===== src/rtl/spi_capture_ctrl_pkg.sv =====
// -----------------------------------------------------------------------------
// spi_capture_pkg
// Shared definitions for the SPI capture command sequencer:
//   - host command opcodes
//   - controller state encoding
//   - bit positions inside status byte 0, plus a helper that packs it
// -----------------------------------------------------------------------------
package spi_capture_pkg;

   // Host command opcodes (first byte of every SPI transaction)
   localparam logic [7:0] CMD_START      = 8'h01;
   localparam logic [7:0] CMD_STOP       = 8'h02;
   localparam logic [7:0] CMD_STATUS     = 8'h03;
   localparam logic [7:0] CMD_READ       = 8'h04;
   localparam logic [7:0] CMD_SOFT_RESET = 8'h05;
   localparam logic [7:0] CMD_CLR_OVF    = 8'h06;

   typedef enum logic [2:0] {
      IDLE,
      CMD_WAIT,
      CMD_DONE,
      STATUS,
      STREAM
   } ctrl_state_t;

   // Status byte 0 layout; the low nibble is reserved and reads as zero
   localparam int ST_BIT_CAPTURE  = 7;
   localparam int ST_BIT_OVERFLOW = 6;
   localparam int ST_BIT_FULL     = 5;
   localparam int ST_BIT_EMPTY    = 4;

   function automatic logic [7:0] status_byte0(input logic cap,
                                               input logic ovf,
                                               input logic full,
                                               input logic empty);
      logic [7:0] b;
      b                  = '0;
      b[ST_BIT_CAPTURE]  = cap;
      b[ST_BIT_OVERFLOW] = ovf;
      b[ST_BIT_FULL]     = full;
      b[ST_BIT_EMPTY]    = empty;
      return b;
   endfunction

endpackage


===== src/rtl/spi_capture_ctrl_if.sv =====
// -----------------------------------------------------------------------------
// spi_capture_ctrl_if
// Byte-level handshake between the SPI slave engine and the command sequencer.
//   cs_active  chip select, synchronized, 1 = transaction in progress
//   rx_valid   one-cycle pulse, rx_data holds a received byte
//   rx_data    received byte
//   tx_ready   one-cycle pulse, slave latched tx_data and wants the next byte
//   tx_data    next byte to shift out (driven by the sequencer)
// Modports:
//   master  the SPI slave engine (originates the byte traffic)
//   slave   the command sequencer
// -----------------------------------------------------------------------------
interface spi_capture_ctrl_if;

   logic       cs_active;
   logic       rx_valid;
   logic [7:0] rx_data;
   logic       tx_ready;
   logic [7:0] tx_data;

   modport master (
      output cs_active,
      output rx_valid,
      output rx_data,
      output tx_ready,
      input  tx_data
   );

   modport slave (
      input  cs_active,
      input  rx_valid,
      input  rx_data,
      input  tx_ready,
      output tx_data
   );

endinterface


===== src/rtl/spi_capture_ctrl.sv =====
// -----------------------------------------------------------------------------
// spi_capture_ctrl
// Command sequencer between the byte-level SPI slave and the microphone capture
// path. Decodes the first byte of each transaction as a command, gates I2S
// capture, streams FIFO bytes or a 3-byte status snapshot back to the host,
// pulses a soft reset and tracks a sticky sample-drop overflow flag.
//
// Ports:
//   clk           system clock
//   rst           synchronous reset, active-high
//   spi           byte handshake with the SPI slave (slave modport)
//   fifo_rd_en    one-cycle FIFO pop
//   fifo_rd_data  FIFO output, valid the cycle after fifo_rd_en
//   fifo_empty    FIFO empty flag
//   fifo_full     FIFO full flag
//   fifo_count    FIFO fill level (zero-extended / truncated to 16 bits)
//   capture_en    enables I2S sample writes into the FIFO
//   soft_reset    one-cycle pulse resetting the FIFO and I2S path
//   overflow      sticky: capture was enabled while the FIFO was full
// -----------------------------------------------------------------------------
module spi_capture_ctrl
   import spi_capture_pkg::*;
#(
   parameter int unsigned COUNT_WIDTH = 14,
   parameter logic [7:0]  IDLE_BYTE   = 8'h00
) (
   input  logic                   clk,
   input  logic                   rst,
   spi_capture_ctrl_if.slave      spi,
   output logic                   fifo_rd_en,
   input  logic [7:0]             fifo_rd_data,
   input  logic                   fifo_empty,
   input  logic                   fifo_full,
   input  logic [COUNT_WIDTH-1:0] fifo_count,
   output logic                   capture_en,
   output logic                   soft_reset,
   output logic                   overflow
);

   ctrl_state_t state_q, state_d;

   logic        cs_q;
   logic        capture_en_q, capture_en_d;
   logic        soft_reset_q, soft_reset_d;
   logic        overflow_q,   overflow_d;
   logic        fifo_rd_en_q, fifo_rd_en_d;
   logic        rd_pend_q,    rd_pend_d;     // popped byte arrives this cycle
   logic [7:0]  tx_data_q,    tx_data_d;
   logic [23:0] status_q,     status_d;      // {byte0, count[15:8], count[7:0]}
   logic [1:0]  idx_q,        idx_d;         // next status byte; 3 = exhausted

   logic        cs_rise;
   logic        cmd_fire;
   logic [15:0] count16;

   // The 16-bit cast zero-extends narrower counts
   assign count16  = 16'(fifo_count);

   assign cs_rise  = spi.cs_active & ~cs_q;
   assign cmd_fire = (state_q == CMD_WAIT) & spi.cs_active & spi.rx_valid;

   // ---------------------------------------------------------------------------
   // State register
   // ---------------------------------------------------------------------------
   // NOTE: sequential state is assigned with <= so every flop samples the
   // pre-edge values regardless of block ordering.
   always_ff @(posedge clk) begin
      if (rst) state_q <= IDLE;
      else     state_q <= state_d;
   end

   // ---------------------------------------------------------------------------
   // Next-state logic; a dropped chip select wins over everything
   // ---------------------------------------------------------------------------
   // NOTE: each combinational output gets a default before any branch so no
   // path leaves it unassigned, which would otherwise infer a latch.
   always_comb begin
      state_d = state_q;
      if (!spi.cs_active) begin
         state_d = IDLE;
      end else begin
         unique case (state_q)
            IDLE:     if (cs_rise) state_d = CMD_WAIT;
            CMD_WAIT: begin
               if (spi.rx_valid) begin
                  case (spi.rx_data)
                     CMD_STATUS: state_d = STATUS;
                     CMD_READ:   state_d = STREAM;
                     default:    state_d = CMD_DONE;
                  endcase
               end
            end
            CMD_DONE, STATUS, STREAM: state_d = state_q;
            default:  state_d = IDLE;
         endcase
      end
   end

   // ---------------------------------------------------------------------------
   // Output / datapath next values
   // ---------------------------------------------------------------------------
   always_comb begin
      logic ovf_clr;

      capture_en_d = capture_en_q;
      soft_reset_d = 1'b0;
      ovf_clr      = 1'b0;
      status_d     = status_q;
      idx_d        = idx_q;
      tx_data_d    = tx_data_q;
      rd_pend_d    = fifo_rd_en_q;

      // Command decode: effects land on the edge after rx_valid
      if (cmd_fire) begin
         case (spi.rx_data)
            CMD_START:      capture_en_d = 1'b1;
            CMD_STOP:       capture_en_d = 1'b0;
            CMD_STATUS: begin
               status_d = {status_byte0(capture_en_q, overflow_q, fifo_full, fifo_empty),
                           count16};
               idx_d    = 2'd0;
            end
            CMD_SOFT_RESET: begin
               capture_en_d = 1'b0;
               soft_reset_d = 1'b1;
               ovf_clr      = 1'b1;
            end
            CMD_CLR_OVF:    ovf_clr = 1'b1;
            default:        ;
         endcase
      end

      // Set beats clear, so a CLR_OVF while still overflowing keeps the flag
      overflow_d = (capture_en_q & fifo_full) | (overflow_q & ~ovf_clr);

      // Pops only from STREAM with the transaction still open
      fifo_rd_en_d = (state_q == STREAM) & spi.cs_active & spi.tx_ready & ~fifo_empty;

      // tx_ready is serviced against the current (pre-decode) state. A byte
      // already in flight from the FIFO always lands, even after CS drops.
      if (rd_pend_q) begin
         tx_data_d = fifo_rd_data;
      end else if (spi.tx_ready) begin
         case (state_q)
            STATUS: begin
               case (idx_q)
                  2'd0:    tx_data_d = status_q[23:16];
                  2'd1:    tx_data_d = status_q[15:8];
                  2'd2:    tx_data_d = status_q[7:0];
                  default: tx_data_d = IDLE_BYTE;
               endcase
               if (idx_q != 2'd3) idx_d = idx_q + 2'd1;
            end
            STREAM: begin
               // With a pop issued, tx_data is loaded when the FIFO answers
               if (!fifo_rd_en_d) tx_data_d = IDLE_BYTE;
            end
            default: tx_data_d = IDLE_BYTE;
         endcase
      end else if (state_q == IDLE) begin
         tx_data_d = IDLE_BYTE;
      end
   end

   // ---------------------------------------------------------------------------
   // Output / datapath registers
   // ---------------------------------------------------------------------------
   // NOTE: the status snapshot and byte index are reset along with the control
   // flops; they are tiny and a defined value keeps a stray STATUS read clean.
   always_ff @(posedge clk) begin
      if (rst) begin
         // cs_q starts high so a transaction already open during reset is not
         // mistaken for a new one; CS must fall and rise again.
         cs_q         <= 1'b1;
         capture_en_q <= 1'b0;
         soft_reset_q <= 1'b0;
         overflow_q   <= 1'b0;
         fifo_rd_en_q <= 1'b0;
         rd_pend_q    <= 1'b0;
         tx_data_q    <= IDLE_BYTE;
         status_q     <= '0;
         idx_q        <= 2'd3;
      end else begin
         cs_q         <= spi.cs_active;
         capture_en_q <= capture_en_d;
         soft_reset_q <= soft_reset_d;
         overflow_q   <= overflow_d;
         fifo_rd_en_q <= fifo_rd_en_d;
         rd_pend_q    <= rd_pend_d;
         tx_data_q    <= tx_data_d;
         status_q     <= status_d;
         idx_q        <= idx_d;
      end
   end

   assign spi.tx_data = tx_data_q;
   assign fifo_rd_en  = fifo_rd_en_q;
   assign capture_en  = capture_en_q;
   assign soft_reset  = soft_reset_q;
   assign overflow    = overflow_q;

endmodule

===== src/flat_wrapper.sv =====
// flat-port wrapper written by rule: the top's interface ports become plain ports
module spi_capture_ctrl_flat import spi_capture_pkg::*;
#(
   parameter int unsigned COUNT_WIDTH = 14,
   parameter logic [7:0]  IDLE_BYTE   = 8'h00
)
  (clk, rst, fifo_rd_en, fifo_rd_data, fifo_empty, fifo_full, fifo_count, capture_en, soft_reset, overflow, spi_cs_active, spi_rx_valid, spi_rx_data, spi_tx_ready, spi_tx_data);
  spi_capture_ctrl_if spi_i ();
  input  logic clk;
  input  logic rst;
  output logic fifo_rd_en;
  input  logic [7:0] fifo_rd_data;
  input  logic fifo_empty;
  input  logic fifo_full;
  input  logic [COUNT_WIDTH-1:0] fifo_count;
  output logic capture_en;
  output logic soft_reset;
  output logic overflow;
  input wire logic [$bits(spi_i.cs_active)-1:0] spi_cs_active;
  input wire logic [$bits(spi_i.rx_valid)-1:0] spi_rx_valid;
  input wire logic [$bits(spi_i.rx_data)-1:0] spi_rx_data;
  input wire logic [$bits(spi_i.tx_ready)-1:0] spi_tx_ready;
  output wire logic [$bits(spi_i.tx_data)-1:0] spi_tx_data;
  assign spi_i.cs_active = spi_cs_active;
  assign spi_i.rx_valid = spi_rx_valid;
  assign spi_i.rx_data = spi_rx_data;
  assign spi_i.tx_ready = spi_tx_ready;
  assign spi_tx_data = spi_i.tx_data;
  spi_capture_ctrl #(.COUNT_WIDTH(COUNT_WIDTH), .IDLE_BYTE(IDLE_BYTE)) u_core (.clk(clk), .rst(rst), .spi(spi_i), .fifo_rd_en(fifo_rd_en), .fifo_rd_data(fifo_rd_data), .fifo_empty(fifo_empty), .fifo_full(fifo_full), .fifo_count(fifo_count), .capture_en(capture_en), .soft_reset(soft_reset), .overflow(overflow));
endmodule

===== config.mk =====
export PLATFORM = sky130hd
export DESIGN_NAME = spi_capture_ctrl_flat
export DESIGN_NICKNAME = d
export VERILOG_FILES = /design/src/rtl/spi_capture_ctrl_pkg.sv /design/src/rtl/spi_capture_ctrl_if.sv /design/src/rtl/spi_capture_ctrl.sv /design/src/flat_wrapper.sv
export SDC_FILE = /design/constraint.sdc
export NUM_CORES = 1
export LEC_CHECK = 0
export BUFFER_PORTS_ARGS = -buffer_cell sky130_fd_sc_hd__buf_2
export CAP_MARGIN = 25
export CORE_ASPECT_RATIO = 1.2
export CORE_MARGIN = 3
export CORE_UTILIZATION = 46
export DETAILED_ROUTE_END_ITERATION = 8
export PLACE_DENSITY = 0.78
export SLEW_MARGIN = 20
export SYNTH_ARGS = -nofsm -noshare
export SYNTH_HDL_FRONTEND = slang
export SYNTH_SLANG_ARGS = --single-unit

===== constraint.sdc =====
create_clock -name clk -period 1.7 [get_ports clk]
set_clock_uncertainty 0.1 [all_clocks]
set_input_delay 0.17 -clock clk [delete_from_list [all_inputs] [get_ports clk]]
set_output_delay 0.17 -clock clk [all_outputs]
set_load 0.02 [all_outputs]

==> summary.md, run 1 <==
| Metric | Value |
|---|---|
| Status | `complete, but fails checks` |
| Failing checks | `negative setup slack` |
| Crit path time final | `1.737 ns` |
| Critical Path AT | `between 1.5 and 2 ns` |
| Post-DRT Antenna Nets | `0` |
| Synthesized netlist cell count | `between 150 and 200` |
| Global Route met1 Usage | `0.2559` |
| Hold Buf Count CTS | `0` |
| Die span in x | `between 60 and 70 um` |
| Die Span Y | `72.14 um` |
| Multiplexer area fraction after synthesis | `0.1075` |
| Worst slew pin tran | `just under 0.4 ns` |
| Drt wl/cell | `15.29 um` |
| Logic pwr share | `0.083` |
| Fill count | `271` |
| Routed via count | `1564` |
| DP Worst Slack | `-0.3002 ns` |
| Total power | `~1.6 mW` |
| Final wirelength | `4359 um` |
| First-pass GRT wire length | `between 6000 and 7000 um` |
| Fin crit share | `1.022` |
| Detailed Place HPWL | `2910 um` |
| Switch Pwr | `0.3712 mW` |
| Worst Reg2Reg Path Length in Cells | `5` |
| Busiest grt layer | `met2` |
| Row Count | `23` |
| DR pass1 iterations | `4` |
| Crit-path max cell delay | `0.60 ns` |
| Clk network pwr share | `0.368` |
| Leak | `1.180 nW` |
| IO buf count | `48` |
| Count leader, synth | `dfxtp_1` |
| Worst-Skew Late Latency | `about 0.29 ns` |
| Initial antenna violation count | `0` |
| Synth Area in Simple Gates | `0.2187` |
| Library cells used by synthesis | `36` |
| Diode count | `0` |
| CTS tree | `built` |
| Remaining Overflow, GRT | `0` |
| PwrDens | `between 600 and 700 nW/um^2` |
| FF-to-FF End | `u_core.idx_q[1]` |
| Nets@finish | `290` |
| Post-synth EDFFs | `0` |
| Reg2reg start | `u_core.idx_q[0]` |
| Delay-heaviest family, CP | `simple AND/OR/NAND/NOR gates` |
| Hold Slack | `around 0.0055 ns` |
| Library cell with the largest summed area after synthesis | `dfxtp_1` |
| CP bufs+invs | `2` |
| CP endpoint kind | `flip-flop` |
| Internal power | `approximately 1.2 mW` |
| Net Sw Frac | `0.2333` |
| Vias/cell | `5.488` |
| Fin. Hold Viols | `0` |
| Syn nets | `between 200 and 250` |
| Total Neg Setup Slack | `-0.1253 ns` |
| Final Wtd Congestion | `0.8065` |
| Worst Path Required | `1.77 ns` |
| Area grow syn2layout | `40.30%` |
| Vias in the first global route | `1487` |
| Share of layout cells above drive strength 1 | `0.4274` |
| Clock transition at path regs | `0.07 ns` |
| M3 GR Usage | `0.04804` |
| DR iter-0 viols | `63` |
| Initial Util | `0.4896` |
| Critical path endpoint | `u_core.status_q[8]` |
| Slowest CP cell | `or4_4` |
| H-tree levels | `2` |
| Most frequent cells after synthesis | `dfxtp_1, nor2_1, mux2i_1` |
| Post-synth top area share | `0.4418` |
| Worst Path Max Fanout | `10` |
| Total number of yosys warnings | `0` |
| Post-layout util | `0.6869` |
| Synth Flop Type | `dfxtp_1` |
| Io pins | `49` |
| Max Root-Sink Buffers | `2` |
| Slew Viols, Final | `0` |
| Post-synthesis sequential area ratio | `0.4418` |
| Dpl cells | `276` |
| Combinational family with the most area after synthesis | `simple AND/OR/NAND/NOR gates` |
| Full die area | `4408 sq um` |
| DRC Markers | `0` |
| Cell chain of the critical path | `buf_6, or4b_1, or4_4, clkbuf_16, mux2i_1, nor2_1` |
| VDD IR-drop max | `0.4961 mV` |
| Post-synthesis adder-cell area fraction | `0.03731` |
| Post-Syn Area per Cell | `9.472 sq um` |
| Gr usage total | `0.1933` |
| CTS Buf Count | `5` |
| Pin count of the biggest net entering global routing | `30` |
| R2R Setup Slk | `-0.01 ns` |
| Maxcap violations | `0` |
| Count of final setup violators | `11` |
| XOR/XNOR share of the synthesized area | `0.005224` |
| Core Box Area | `3425 sq um` |
| CP startpoint | `spi_rx_data[5]` |
| Finished Layout Cells | `285` |
| Worst hold path class | `in2reg` |
| Clk sink count | `37` |
| GR met2 Demand/Resource | `0.3000` |
| RSZ-0062 raised after global routing | `true` |
| Top post-synthesis cells by area | `dfxtp_1, mux2i_1, nor2_1, a221oi_1, nor3_1` |
| Post-route cell area | `2352 sq um` |
| Critical Path Stages | `6` |
| Post-synth ARST share | `0` |
| Synthesized flop and latch total | `37` |
| Worst slew margin relative to its limit | `0.7412` |
| Synth Area in Compound Gates | `0.1440` |
| Startpoint types | `input pin` |
| Root Buffer Master | `clkbuf_8` |
| Crit Path Class | `in2reg` |
| Fmax | `575.7 MHz` |
| Placed cell area | `2116 sq um` |
| Final worst setup slack | `-0.03692 ns` |
| Netlist Area Pre-Place | `1677 sq um` |
| Seq pwr share | `0.548` |
==> state kept, by name (all words and copies together) (netlist names) <==
name,count
u_core.rd_pend_q,1
u_core.status_q,18
u_core.overflow,1
u_core.fifo_rd_en,1
u_core.state_q,3
u_core.cs_q,1
u_core.capture_en,1
u_core.idx_q,2
u_core.spi.tx_data,8
u_core.soft_reset,1
==> layout by cell type (no fill, tap or decap), types with 3 or more instances in the layout <==
cell,n
buf_2,47
dfxtp_1,33
nor2_1,25
buf_4,21
mux2i_1,16
nor3_1,13
a22o_1,6
a221oi_1,6
inv_1,5
nor2b_1,5
nor2_2,5
clkbuf_8,5
nand2_1,4
nor4_1,3
a31oi_1,3
dfxtp_2,3
==> worst register-to-register path: cells and delay by family (launching register included) <==
family | cells | cell delay (ns)
AND/OR/NAND/NOR | 2 | 0.67
flip-flops | 1 | 0.36
adder cells (fa/ha/maj) | 1 | 0.19
buffers and inverters | 1 | 0.15
AO/OA/AOI/OAI | 1 | 0.10
==> final cells by class <==
cell class                      count  area, sq um  area share
Tap cell                           37        46.29     0.01968
Timing Repair Buffer               73        485.5      0.2064
Multi-Input combinational cell    124        964.7      0.4101
Clock inverter                      1        8.758    0.003723
Inverter                            7        26.28     0.01117
Clock buffer                        6        72.57     0.03085
Sequential cell                    37        748.2      0.3181
==> how the worst min path moves through the flow <==
stage | from | to | slack (ns) | cells after the start
final | fifo_count[13] | u_core.status_q[13] | 0.005 | 3
after floorplan | spi_cs_active | u_core.cs_q | 0.18 | 1
after CTS | fifo_count[4] | u_core.status_q[4] | 0.006 | 3
after detailed placement | fifo_count[7] | u_core.status_q[7] | 0.31 | 3
after global routing | fifo_count[9] | u_core.status_q[9] | 0.02 | 3
after global placement | fifo_count[3] | u_core.status_q[3] | 0.30 | 3
==> per-layer routing <==
metal / up-vias / share of wire
li1: 786 / -
met1: 729 / 0.44
met2: 43 / 0.49
met3: 6 / 0.049
met4: 0 / 0.017
met5: - / 0
==> what timing repair did <==
action,CTS,global route
resized for setup,6,22
setup endpoints to repair,17,19
cloned,0,2
buffers inserted,0,0
pin swaps,2,15
==> power groups by stage <==
stage                     Sequential [mW]  Combinational [mW]  Clock, mW
after floorplan                     0.896              0.0409          0
after global placement              0.893               0.122          0
after detailed placement            0.893               0.123          0
after CTS                           0.873               0.127      0.593
after global routing                0.872               0.146      0.629
final                               0.872               0.132      0.586
==> logic make-up after synthesis <==
| logic type | count (synthesis) |
|---|---|
| buffers and inverters | 16 |
| muxes | 18 |
| AOI/OAI and AO/OA | 28 |
| adders and majority gates | 5 |
| xor gates and xnor gates | 1 |
| and+or+nand+nor | 72 |
| DFF | 37 |
Power figures use the tool's default switching activity.
==> inputs of run 2 (changes only) <==
--- a/config.mk
+++ b/config.mk
@@ -6,12 +6,14 @@
 export NUM_CORES = 1
 export LEC_CHECK = 0
 export BUFFER_PORTS_ARGS = -buffer_cell sky130_fd_sc_hd__buf_2
-export CAP_MARGIN = 25
+export CAP_MARGIN = 20
 export CORE_ASPECT_RATIO = 1.2
 export CORE_MARGIN = 3
-export CORE_UTILIZATION = 46
+export CORE_UTILIZATION = 48
+export CTS_BUF_LIST = sky130_fd_sc_hd__clkbuf_8
 export DETAILED_ROUTE_END_ITERATION = 8
-export PLACE_DENSITY = 0.78
+export PLACE_DENSITY = 0.81
+export SKIP_CTS_REPAIR_TIMING = 1
 export SLEW_MARGIN = 20
 export SYNTH_ARGS = -nofsm -noshare
 export SYNTH_HDL_FRONTEND = slang
==> run 2 against run 1 <==
Net effect:
- the flow still finishes with violations (negative setup slack)
- register-to-register slack about the same
- power increased by 12%
- clock-buffer cell count unchanged
- cell area decreased by 1.7%
- worst setup slack improved by 0.018 ns
==> summary.md, run 2 (synthesized netlist as in run 1, its figures left out) <==
| Metric | Value |
|---|---|
| Status | `complete, but fails checks` |
| Failing checks | `negative setup slack` |
| Full die area | `4241 sq um (-3.8%)` |
| Vias/cell | `5.616 (+2.3%)` |
| Initial antenna violation count | `0 (unchanged)` |
| Crit path time final | `1.719 ns (-0.01787 ns)` |
| RSZ-0062 raised after global routing | `true` |
| Detailed Place HPWL | `2977 um (+2.3%)` |
| Worst Path Max Fanout | `10 (unchanged)` |
| Most common cell after layout, fill and taps aside | `buf_2` |
| Clock transition at path regs | `0.07 ns (about the same)` |
| Post-route cell area | `2312 sq um (-1.7%)` |
| Share of layout cells above drive strength 1 | `0.3831 (-0.04435)` |
| Most frequent cells in the layout | `buf_2, dfxtp_1, nor2_1, buf_4, mux2i_1` |
| Drt wl/cell | `15.92 um (+4.1%)` |
| Nets@finish | `289 (-0.34%)` |
| Worst slew margin relative to its limit | `0.7596 (+0.01834)` |
| Startpoint types | `flip-flop` |
| Post-DRT Antenna Nets | `0 (unchanged)` |
| Worst Hold End | `u_core.status_q[7]` |
| Worst slew pin tran | `0.3606 ns (-0.02751 ns)` |
| Pin count of the biggest net entering global routing | `21 (-30%)` |
| Leak | `1.218 nW (+3.2%)` |
| Critical Path AT | `1.80 ns (about the same)` |
| H-tree levels | `2 (unchanged)` |
| Largest reg by FF count | `u_core.status_q` |
| Final Wtd Congestion | `0.8232 (+2.1%)` |
| CP endpoint kind | `flip-flop` |
| Final worst setup slack | `-0.01905 ns (+0.01787 ns)` |
| Core Box Area | `3193 sq um (-6.8%)` |
| First-pass GRT wire length | `6727 um (+3.5%)` |
| Max Root-Sink Buffers | `2 (unchanged)` |
| Worst Hold Depth | `3 (unchanged)` |
| Clk sink count | `37 (unchanged)` |
| VDD IR-drop max | `0.7769 mV (+57%)` |
| Row Count | `22 (-4.3%)` |
| Gr usage total | `0.2076 (+0.01431)` |
| CP startpoint | `u_core.state_q[1]` |
| Fmax | `581.7 MHz (+1.0%)` |
| DR pass1 iterations | `4 (unchanged)` |
| Worst-Skew Late Latency | `0.30 ns (about the same)` |
| Routed via count | `1595 (+2.0%)` |
| Initial Util | `0.5251 (+0.03549)` |
| Hold Slack | `0.001827 ns (-0.003633 ns)` |
| Reg2reg start | `u_core.state_q[1]` |
| Remaining Overflow, GRT | `0 (unchanged)` |
| CTS tree | `built` |
| Root Buffer Master | `clkbuf_8` |
| Placed cell area | `2107 sq um (-0.41%)` |
| Die span in x | `59.95 um (-1.9%)` |
| Worst hold path class | `in2reg` |
| Area grow syn2layout | `37.91%` |
| FF-to-FF End | `u_core.status_q[5]` |
| Fin. Hold Viols | `0 (unchanged)` |
| IO buf count | `48 (unchanged)` |
| Vias in the first global route | `1515 (+1.9%)` |
| Slew Viols, Final | `0 (unchanged)` |
| DRC Markers | `0 (unchanged)` |
| Worst Reg2Reg Path Length in Cells | `5 (unchanged)` |
| Maxcap violations | `0 (unchanged)` |
| Io pins | `49 (unchanged)` |
| Final wirelength | `4520 um (+3.7%)` |
| Count of final setup violators | `3 (-8)` |
| Post-layout util | `0.7241 (+0.03725)` |
| Die Span Y | `70.74 um (-1.9%)` |
| Diode count | `0 (unchanged)` |
| Largest register FFs | `18 (unchanged)` |
| Min-delay src | `fifo_count[7]` |
| CTS Buf Count | `5 (unchanged)` |
| DR iter-0 viols | `46 (-27%)` |
| PwrDens | `772.5 nW/um^2 (+14%)` |
| Worst Path Required | `1.78 ns (about the same)` |
| Crit Path Class | `reg2reg` |
| R2R Setup Slk | `-0.02 ns (about the same)` |
| Fin crit share | `1.011 (-0.01051)` |
[run 2: cell count changes in the layout (fill, tap and decap cells not counted), moves of 2 or more]
| cell | previous run | this run |
|---|---|---|
| ha_1 | 2 | 5 |
| ha_4 | 2 | 0 |
| inv_1 | 5 | 8 |
| inv_2 | 2 | 0 |
| mux2i_1 | 16 | 18 |
| mux2i_2 | 2 | 0 |
| nor2_1 | 25 | 30 |
| nor2_2 | 5 | 0 |
[run 2: cell type report]
| class | instances | area, sq um |
|---|---|---|
| clock buffers | 6 | 82.58 |
| inverters | 7 | 26.28 |
| clock inverters | 2 | 33.78 |
| repair buffers | 72 | 457.9 |
| fillers | 257 | 880.8 |
| flip-flops and latches | 37 | 745.7 |
| multi-input cells | 124 | 920.9 |
| well taps | 36 | 45.04 |
[run 2: worst max-delay path: stages (launching register included)]
cell and delay, ns:
dfxtp_2 0.35, nand3b_1 0.20, or4_4 0.56, buf_12 0.18, mux2i_1 0.16, nor2_1 0.06
[run 2: stage by stage]
| stage | TNS, ns | std cells | power [mW] | worst slack [ns] |
|---|---|---|---|---|
| finish | -0.03052 | 284 | 1.786 | -0.01905 |
| global route | -0.8523 | 284 | 1.832 | -0.07035 |
| floorplan | -2.518 | 177 | 0.9373 | -0.09792 |
| CTS | -1.649 | 282 | 1.783 | -0.1517 |
| detailed placement | -5.880 | 274 | 1.015 | -0.2952 |
| global placement | -5.238 | 274 | 1.013 | -0.2368 |
[run 2: worst max-delay path by stage]
stage	to	cells past startpoint
2_1_floorplan	u_core.status_q[0]	6
4_1_cts	u_core.spi.tx_data[7]	5
5_1_grt	u_core.status_q[20]	5
3_3_place_gp	u_core.status_q[8]	6
3_5_place_dp	u_core.status_q[5]	6
6_report	u_core.status_q[5]	5
[run 2: layer usage]
metal | vias to the layer above | track usage | share of wire | routed length, um
met5 | - | 0 | 0 | 0
met4 | 0 | 0.1232 | 0.038 | 172
met3 | 15 | 0.04380 | 0.056 | 251
met2 | 56 | 0.3173 | 0.49 | 2214
met1 | 741 | 0.2631 | 0.42 | 1881
li1 | 783 | - | - | -
[run 2: power by group]
part	leakage [nW]	internal, mW	total, mW	switching [mW]
clock network	0.0626	0.472	0.783	0.311
registers	0.298	0.871	0.873	0.00239
logic	0.857	0.0628	0.130	0.0669
